$ cat src/rtl/instr_sequencer.sv
// Fetch/execute sequencer that owns the instruction-pointer mirror and strobes IP updates.
// Optional single-step input is enabled by defining SINGLE_STEP_EN.
module instr_sequencer #(
  parameter int WORD_SIZE     = 16,
  parameter int INSTR_STEP    = 1,
  parameter int FETCH_TIMEOUT = 15
) (
  input  logic                 clk,
  input  logic                 reset_n,
  input  logic                 run,
  input  logic                 halt_req,
`ifdef SINGLE_STEP_EN
  input  logic                 step,
`endif
  output logic                 fetch_req,
  output logic [WORD_SIZE-1:0] fetch_addr,
  input  logic                 fetch_ack,
  input  logic [WORD_SIZE-1:0] fetch_data,
  output logic [WORD_SIZE-1:0] instr,
  output logic                 instr_valid,
  input  logic                 exec_done,
  input  logic                 branch_taken,
  input  logic [WORD_SIZE-1:0] branch_offset,
  output logic [WORD_SIZE-1:0] ip_adj,
  output logic                 ip_update,
  output logic                 ip_reset,
  output logic                 halted,
  output logic                 fault,
  output logic [2:0]           state
);

  typedef enum logic [2:0] {
    StIdle    = 3'd0,
    StFetch   = 3'd1,
    StExec    = 3'd2,
    StAdvance = 3'd3,
    StHalt    = 3'd4,
    StFault   = 3'd5
  } state_e;

  localparam int CntW = (FETCH_TIMEOUT > 1) ? $clog2(FETCH_TIMEOUT + 1) : 1;
  localparam logic [CntW-1:0] CntLast = CntW'((FETCH_TIMEOUT > 0) ? FETCH_TIMEOUT - 1 : 0);
  localparam logic [WORD_SIZE-1:0] SeqStep = WORD_SIZE'(INSTR_STEP);

  state_e                state_q, state_d;
  logic                  started_q;
  logic [CntW-1:0]       cnt_q, cnt_d;
  logic                  halt_pend_q, halt_pend_d;
  logic [WORD_SIZE-1:0]  mirror_q, mirror_d;
  logic [WORD_SIZE-1:0]  instr_q, instr_d;
  logic [WORD_SIZE-1:0]  ip_adj_q, ip_adj_d;
  logic                  fetch_req_q, fetch_req_d;
  logic                  instr_valid_q, instr_valid_d;
  logic                  ip_update_q, ip_update_d;
  logic                  ip_reset_q, ip_reset_d;
  logic                  halted_q, halted_d;
  logic                  fault_q, fault_d;
  logic                  go;
  logic                  timeout_hit;

`ifdef SINGLE_STEP_EN
  assign go = run | step;
`else
  assign go = run;
`endif

  assign timeout_hit = (FETCH_TIMEOUT != 0) && (cnt_q == CntLast);

  always_ff @(posedge clk or negedge reset_n) begin
    if (!reset_n) begin
      state_q <= StIdle;
    end else begin
      state_q <= state_d;
    end
  end

  // The first cycle after reset release is reserved for the ip_reset strobe.
  always_comb begin
    state_d = state_q;
    unique case (state_q)
      StIdle: begin
        if (started_q) begin
          if (halt_req)  state_d = StHalt;
          else if (go)   state_d = StFetch;
        end
      end
      StFetch: begin
        if (fetch_ack)        state_d = StExec;
        else if (timeout_hit) state_d = StFault;
      end
      StExec: begin
        if (exec_done) state_d = StAdvance;
      end
      StAdvance: begin
        if (halt_pend_q || halt_req) state_d = StHalt;
        else if (run)                state_d = StFetch;
        else                         state_d = StIdle;
      end
      StHalt, StFault: state_d = state_q;
      default: state_d = StIdle;
    endcase
  end

  always_comb begin
    cnt_d       = '0;
    halt_pend_d = halt_pend_q;
    mirror_d    = mirror_q;
    instr_d     = instr_q;
    ip_adj_d    = ip_adj_q;
    unique case (state_q)
      StFetch: begin
        if (fetch_ack) instr_d = fetch_data;
        else           cnt_d   = cnt_q + CntW'(1);
        if (halt_req)  halt_pend_d = 1'b1;
      end
      StExec: begin
        if (exec_done) ip_adj_d = branch_taken ? branch_offset : SeqStep;
        if (halt_req)  halt_pend_d = 1'b1;
      end
      StAdvance: begin
        mirror_d    = mirror_q + ip_adj_q;
        halt_pend_d = 1'b0;
      end
      default: ;
    endcase
    fetch_req_d   = (state_d == StFetch);
    instr_valid_d = (state_d == StExec) && (state_q != StExec);
    ip_update_d   = (state_d == StAdvance);
    ip_reset_d    = !started_q;
    halted_d      = (state_d == StHalt);
    fault_d       = (state_d == StFault);
  end

  always_ff @(posedge clk or negedge reset_n) begin
    if (!reset_n) begin
      started_q     <= 1'b0;
      cnt_q         <= '0;
      halt_pend_q   <= 1'b0;
      mirror_q      <= '0;
      instr_q       <= '0;
      ip_adj_q      <= '0;
      fetch_req_q   <= 1'b0;
      instr_valid_q <= 1'b0;
      ip_update_q   <= 1'b0;
      ip_reset_q    <= 1'b0;
      halted_q      <= 1'b0;
      fault_q       <= 1'b0;
    end else begin
      started_q     <= 1'b1;
      cnt_q         <= cnt_d;
      halt_pend_q   <= halt_pend_d;
      mirror_q      <= mirror_d;
      instr_q       <= instr_d;
      ip_adj_q      <= ip_adj_d;
      fetch_req_q   <= fetch_req_d;
      instr_valid_q <= instr_valid_d;
      ip_update_q   <= ip_update_d;
      ip_reset_q    <= ip_reset_d;
      halted_q      <= halted_d;
      fault_q       <= fault_d;
    end
  end

  assign fetch_req   = fetch_req_q;
  assign fetch_addr  = mirror_q;
  assign instr       = instr_q;
  assign instr_valid = instr_valid_q;
  assign ip_adj      = ip_adj_q;
  assign ip_update   = ip_update_q;
  assign ip_reset    = ip_reset_q;
  assign halted      = halted_q;
  assign fault       = fault_q;
  assign state       = state_q;

endmodule

$ cat config.mk
export PLATFORM = sky130hd
export DESIGN_NAME = instr_sequencer
export DESIGN_NICKNAME = d
export VERILOG_FILES = /design/src/rtl/instr_sequencer.sv
export SDC_FILE = /design/constraint.sdc
export NUM_CORES = 1
export LEC_CHECK = 0
export CORE_UTILIZATION = 48
export CTS_BUF_LIST = sky130_fd_sc_hd__clkbuf_4 sky130_fd_sc_hd__clkbuf_8
export DETAILED_ROUTE_END_ITERATION = 12
export PLACE_DENSITY_LB_ADDON = 0.12
export SYNTH_ARGS = -nofsm -noshare
export SYNTH_HDL_FRONTEND = slang
export SYNTH_SLANG_ARGS = --single-unit
$ cat constraint.sdc
create_clock -name clk -period 2.7 [get_ports clk]
set_clock_uncertainty 0.05 [all_clocks]
set_input_delay 0.54 -clock clk [delete_from_list [all_inputs] [get_ports clk]]
set_output_delay 0.54 -clock clk [all_outputs]
set_load 0.005 [all_outputs]
; After elaboration in Yosys (flattened, before gate mapping)
; Cells that the tools add are included.
; W data, S select, Z words.
[op_classes]
add_sub_neg = 2
n_eq_ne = 13
n_mux = 14
n_reduce_logical = 10
[ops]
columns = op, n
row1 = $mux W3, 7
row2 = $add A16 B16 Y16, 1
row3 = $mux W16, 1
row4 = $pmux W3 S5, 1
row5 = $eq A3 B2 Y1 const B, 4
row6 = $eq A3 B3 Y1 const B, 4
row7 = $mux W4, 2
row8 = $eq A3 B1 Y1 const B, 2
row9 = $reduce_and A2 Y1, 3
row10 = $add A4 B1 Y4 const B, 1
row11 = $eq A4 B4 Y1 const B, 1
row12 = $reduce_or A2 Y1, 2
row13 = $logic_not A3 Y1, 1
row14 = $ne A3 B2 Y1 const B, 1
row15 = $mux W1, 2
row16 = $ne A2 B1 Y1 const B, 1
row17 = $pmux W1 S2, 1
row18 = $reduce_bool A2 Y1, 1
row19 = $logic_and A1 B1 Y1, 1
row20 = $logic_not A1 Y1, 1
row21 = $logic_or A1 B1 Y1, 1
[word_totals]
register_bits = 63
inputBits = 39
out_inout_bits = 57
elab_cells = 52

; Logic depth before layout (Yosys ltp)
[logic_depth]
depth_word = 6
ltp_mapped = 8
depth_no_buf = 8

; Worst setup path before layout
; OpenSTA, ideal clock, no wires.
[synth_timing]
path_kind = register to register
startpoint = reg mirror_q[0] (netlist: fetch_addr[0])
endpoint = reg mirror_q[14] (netlist: fetch_addr[14])
setup_time_ns = 0.135
t_arrival_ns = 2.000
t_required_ns = 2.515
setup_slack_ns = 0.515
stages_incl_launch_ff = 9
n_path_buf = 0
synth_period_minus_slack_ns = 2.185
path_cell_list = dfrtp_1 ha_1 fa_1 a21o_2 a311oi_1 o31ai_2 o22ai_1 xor2_1 o21ai_0
[synth_via]
elab_chain_len = 1
[synth_lines]
columns = item, line_no
row1 = from (decl), 49  ; logic [WORD_SIZE-1:0] mirror_q, mirror_d;
row2 = from (signal assigned), 152  ; mirror_q <= mirror_d;
row3 = $add A16 B16 Y16, 121  ; mirror_d = mirror_q + ip_adj_q;
; No other way between the ends.
; A chain may end at the register's enable or synchronous reset.

; Worst setup path in the final report
; Same ends and word-level chain as after synthesis.

==> results.rst <==
.. list-table::
   :header-rows: 1

   * - Metric
     - Value
   * - Number of warnings printed during yosys synthesis
     - 0
   * - Cell type group with the largest total delay on the critical path
     - compound AO/OA/AOI/OAI gates
   * - Final-report max-slew violation count
     - 0
   * - Pre-antenna DRT Iters
     - 4
   * - Final core occ
     - 0.687
   * - Capture point of the worst path
     - fetch_addr[14]
   * - Internal power component
     - slightly above 0.002 W
   * - Die Ht
     - a little over 80 um
   * - Gate count after technology mapping
     - 309
   * - Count of hold-fix buffers inserted at cts
     - 0
   * - Clock power share
     - 0.252
   * - Final Wtd Congestion
     - approximately 0.8
   * - Startpoint of the most critical setup path
     - fetch_addr[0]
   * - Worst path required time
     - around 2.9 ns
   * - H-tree levels
     - 3
   * - Total number of cells along the worst setup path
     - 8
   * - Total of flip-flops plus latches after synthesis
     - 63
   * - Root buffer cell
     - clkbuf_8
   * - Startpoint-to-endpoint class of the critical path
     - register to register
   * - Delay of the slowest cell on the worst path
     - between 0.4 and 0.5 ns
   * - Max-slew headroom
     - 0.573
   * - Max clock buf depth
     - 2
   * - Compound-cell area share of the yosys netlist
     - 0.143
   * - R2R Path End
     - fetch_addr[14]
   * - Global-route wire length before repair
     - around 12000 um
   * - Part of the total power dissipated in combinational logic
     - 0.299
   * - Dominant combinational cell family by area after synthesis
     - simple AND/OR/NAND/NOR gates
   * - Leak Pwr
     - a little under 2 nW
   * - Fraction of power consumed by sequential logic
     - 0.449
   * - Critical path arrival
     - around 2.5 ns
   * - Number of antenna diodes
     - 0
   * - Instance count after placement with tap cells included
     - 476
   * - Clk Latency, worst-skew pair
     - approximately 0.34 ns
   * - Setup fix buffers added after clock tree synthesis
     - 0
   * - Clock tree sinks
     - 63
   * - Worst slack at placement
     - approximately 0.42 ns
   * - Input/output buffers
     - 95
   * - Detailed-placement wirelength estimate
     - 5260 um
   * - Power per Cell Area
     - ~660 nW/um^2
   * - Cells along the critical path
     - ha_1 > fa_1 > a21o_2 > a311oi_1 > o31ai_2 > o22ai_1 > xor2_1 > o21ai_0
   * - WL/cell
     - between 10 and 15 um
   * - Vias
     - between 2k and 3k
   * - Simple logic cell fraction of the synthesized area
     - 0.145
   * - Crit-path max FO
     - 3
   * - Setup repair after global routing missed its margin
     - no
   * - Arithmetic-cell share of the synthesized area counting full adders, half adders and majority gates
     - 0.0743
   * - Core box area
     - approximately 6300 um^2
   * - Global-route total usage across every layer
     - 0.223
   * - Pin count of the biggest net entering global routing
     - 39
   * - Worst R2R Path Depth
     - 8
   * - Setup_tns
     - 0 ns
   * - Fraction of synthesized area in multiplexers
     - 0.0607
   * - Critical Path Slowest Stage Cell
     - fa_1
   * - Status
     - completed
   * - Initial Util
     - 0.496
   * - Layout area overhead
     - 38.4%
   * - Most used flip-flop cell after synthesis
     - dfrtp_1
   * - Total gr overflow
     - 0
   * - Max-capacitance violation count
     - 0
   * - Worst-case vdd ir drop
     - 0.570 mV
   * - Non-filler instance count after layout
     - just under 500
   * - Top-level port count
     - 96
   * - Std cell rows
     - 29
   * - Parity-gate share of the synthesized area counting xor and xnor cells
     - 0.0419
   * - Post-synthesis instance area
     - between 3000 and 4000 um^2
   * - Final Setup Violations
     - 0
   * - Number of design rule violations left after detail routing
     - 0
   * - TritonCTS clock tree
     - built
   * - Slew of the pin with the lowest slew margin
     - between 0.6 and 0.7 ns
   * - Startpoint kind of the worst setup timing path
     - register
   * - Share of cells above drive strength 1
     - 0.108
   * - Psw
     - about 0.00083 W
   * - TritonCTS buffer count
     - 9
   * - Worst reg2reg startpoint
     - fetch_addr[0]
   * - Switching part of the total
     - 0.289
   * - Routed wire length
     - 7000 um
   * - EDFF count, synth
     - 0
   * - Initial antenna violation count
     - 0
   * - Count of unique library cells instantiated by Yosys
     - 49
   * - Critical path endpoint category
     - register
   * - FFs w/ async S/R, synth
     - 1.00
   * - Clock input transition at the sequential cells of the worst setup and hold paths
     - about 0.070 ns
   * - Die ar.
     - ~6900 um^2
   * - Number of global-route vias before repair
     - roughly 2.6k
   * - Register-to-register setup slack
     - approximately 0.41 ns
   * - Die width
     - a little over 80 um
   * - Worst min-delay path category
     - primary input to asynchronous set/reset pin
   * - Sequential cell area fraction in the yosys report
     - 0.503
   * - Post-detailed-route count of antenna-violating nets
     - 0
   * - Mean number of vias per cell
     - between 5 and 6
   * - Post-route minimum period
     - ~2.3 ns
   * - Count of cells resized by post-cts repair
     - 0
   * - Detailed router's first-iteration violation count
     - between 100 and 150
   * - Max Clk Rate
     - around 440 MHz
   * - Total count of hold-check failures in the final report
     - 0
   * - Net count after synthesis
     - ~370
   * - Final period util
     - 0.847
   * - Net count of the finished layout
     - roughly 470
   * - Worst path bufs/invs
     - 0
   * - Worst Slack Setup Final
     - just over 0.4 ns
   * - Post-Synthesis Mean Instance Area
     - about 10 um^2
cell usage in the layout (no fill, tap or decap), types with 2 or more instances in the layout:
| cell | netlist | routed |
|---|---|---|
| buf_4 | 1 | 3 |
| nor2b_1 | 2 | 2 |
| inv_1 | 12 | 12 |
| o21ai_1 | 2 | 2 |
| o21a_1 | 2 | 2 |
| and3_1 | 2 | 2 |
| nand3b_1 | 2 | 2 |
| clkinv_2 | 0 | 3 |
| clkbuf_8 | 1 | 9 |
| nand2_1 | 63 | 63 |
| a21oi_1 | 13 | 13 |
| a31oi_1 | 3 | 3 |
| xor2_1 | 7 | 7 |
| nand4_1 | 2 | 2 |
| clkdlybuf4s50_1 | 0 | 94 |
| o21bai_1 | 3 | 3 |
| a21o_1 | 3 | 3 |
| xnor2_1 | 8 | 8 |
| or3_1 | 2 | 2 |
| o21ai_0 | 33 | 33 |
| clkinv_4 | 0 | 2 |
| ha_1 | 17 | 17 |
| nor2_1 | 16 | 16 |
| dfrtp_1 | 63 | 63 |
| nand3_1 | 4 | 4 |
| mux2_2 | 16 | 16 |
| nor3_1 | 2 | 2 |
worst min-delay path by stage:
| stage | startpoint | endpoint | cells past startpoint |
|---|---|---|---|
| after detailed placement | fetch_addr[15] | fetch_addr[15] | 1 |
| after CTS | reset_n | fetch_addr[9] | 1 |
| after global routing | reset_n | fetch_addr[9] | 1 |
| final | reset_n | ip_adj[5] | 1 |
| after global placement | started_q | ip_reset | 1 |
| after floorplan | reset_n | cnt_q[0] | 0 |
routing by layer:
metal	wire (um)	global-route usage	share of wire	vias to the layer above
met1	3140	0.277	0.45	1204
met4	106	0.0846	0.015	0
li1	-	-	-	1268
met2	3360	0.363	0.48	62
met5	0	0	0	-
met3	398	0.0726	0.057	10
cell families (layout without fill, tap and decap cells):
family,after synthesis,in the layout
XOR/XNOR,15,15
adder cells (fa/ha/maj),18,18
other,1,1
AO/OA/AOI/OAI,72,72
multiplexers,17,17
AND/OR/NAND/NOR,102,102
flip-flops,63,63
buffers and inverters,21,127
power groups by stage:
stage / Sequential (W) / Clock, W / Combinational [W]
floorplan: 0.00130 / 0 / 0.000306
finish: 0.00129 / 0.000723 / 0.000856
detailed placement: 0.00130 / 0 / 0.000862
global placement: 0.00129 / 0 / 0.000849
global route: 0.00132 / 0.000787 / 0.000934
CTS: 0.00129 / 0.000744 / 0.000867
worst register-to-register path, delay by kind of cell, from the launching register on:
kind | cells | cell delay, ns
compound gates | 5 | 0.94
fa+ha+maj | 2 | 0.65
flops | 1 | 0.39
xor+xnor | 1 | 0.15
final cells by class:
type	count	area, um^2
tap	77	96.3
timing repair buffer	99	988
sequential	63	1580
fill	518	1980
clock inverter	7	48.8
clock buffer	9	124
inverter	12	45.0
multi-input combinational	225	1460
flip-flops by register name, indices dropped and copies added, names as in the netlist:
register and cells:
fetch_addr 16, instr 16, ip_adj 16, cnt_q 4, state 3, fault 1, fetch_req 1, halt_pend_q 1
halted 1, instr_valid 1, ip_reset 1, ip_update 1, started_q 1
synth_stat cells, drive strengths merged (3+ instances only):
library cell / number / share of area
a21oi: 13 / 0.021
xnor2: 8 / 0.022
dfrtp: 63 / 0.50
o21ai: 35 / 0.056
a21o: 5 / 0.015
nor2: 16 / 0.019
mux2: 16 / 0.057
clkbuf: 7 / 0.012
a31oi: 3 / 0.0060
inv: 12 / 0.014
nand2: 64 / 0.077
xor2: 7 / 0.020
o21bai: 3 / 0.0072
nand3: 4 / 0.0064
ha: 17 / 0.068
per-stage QoR:
stage / power (W) / instance area, um^2 / hold WS, ns
4_1_cts: 0.00290 / 4340 / 0.172
3_5_place_dp: 0.00217 / 4160 / 0.416
6_report: 0.00286 / 4340 / 0.165
2_1_floorplan: 0.00161 / 3130 / 0.194
3_3_place_gp: 0.00214 / 4160 / 0.399
5_1_grt: 0.00304 / 4340 / 0.198
Power figures use the tool's default switching activity.
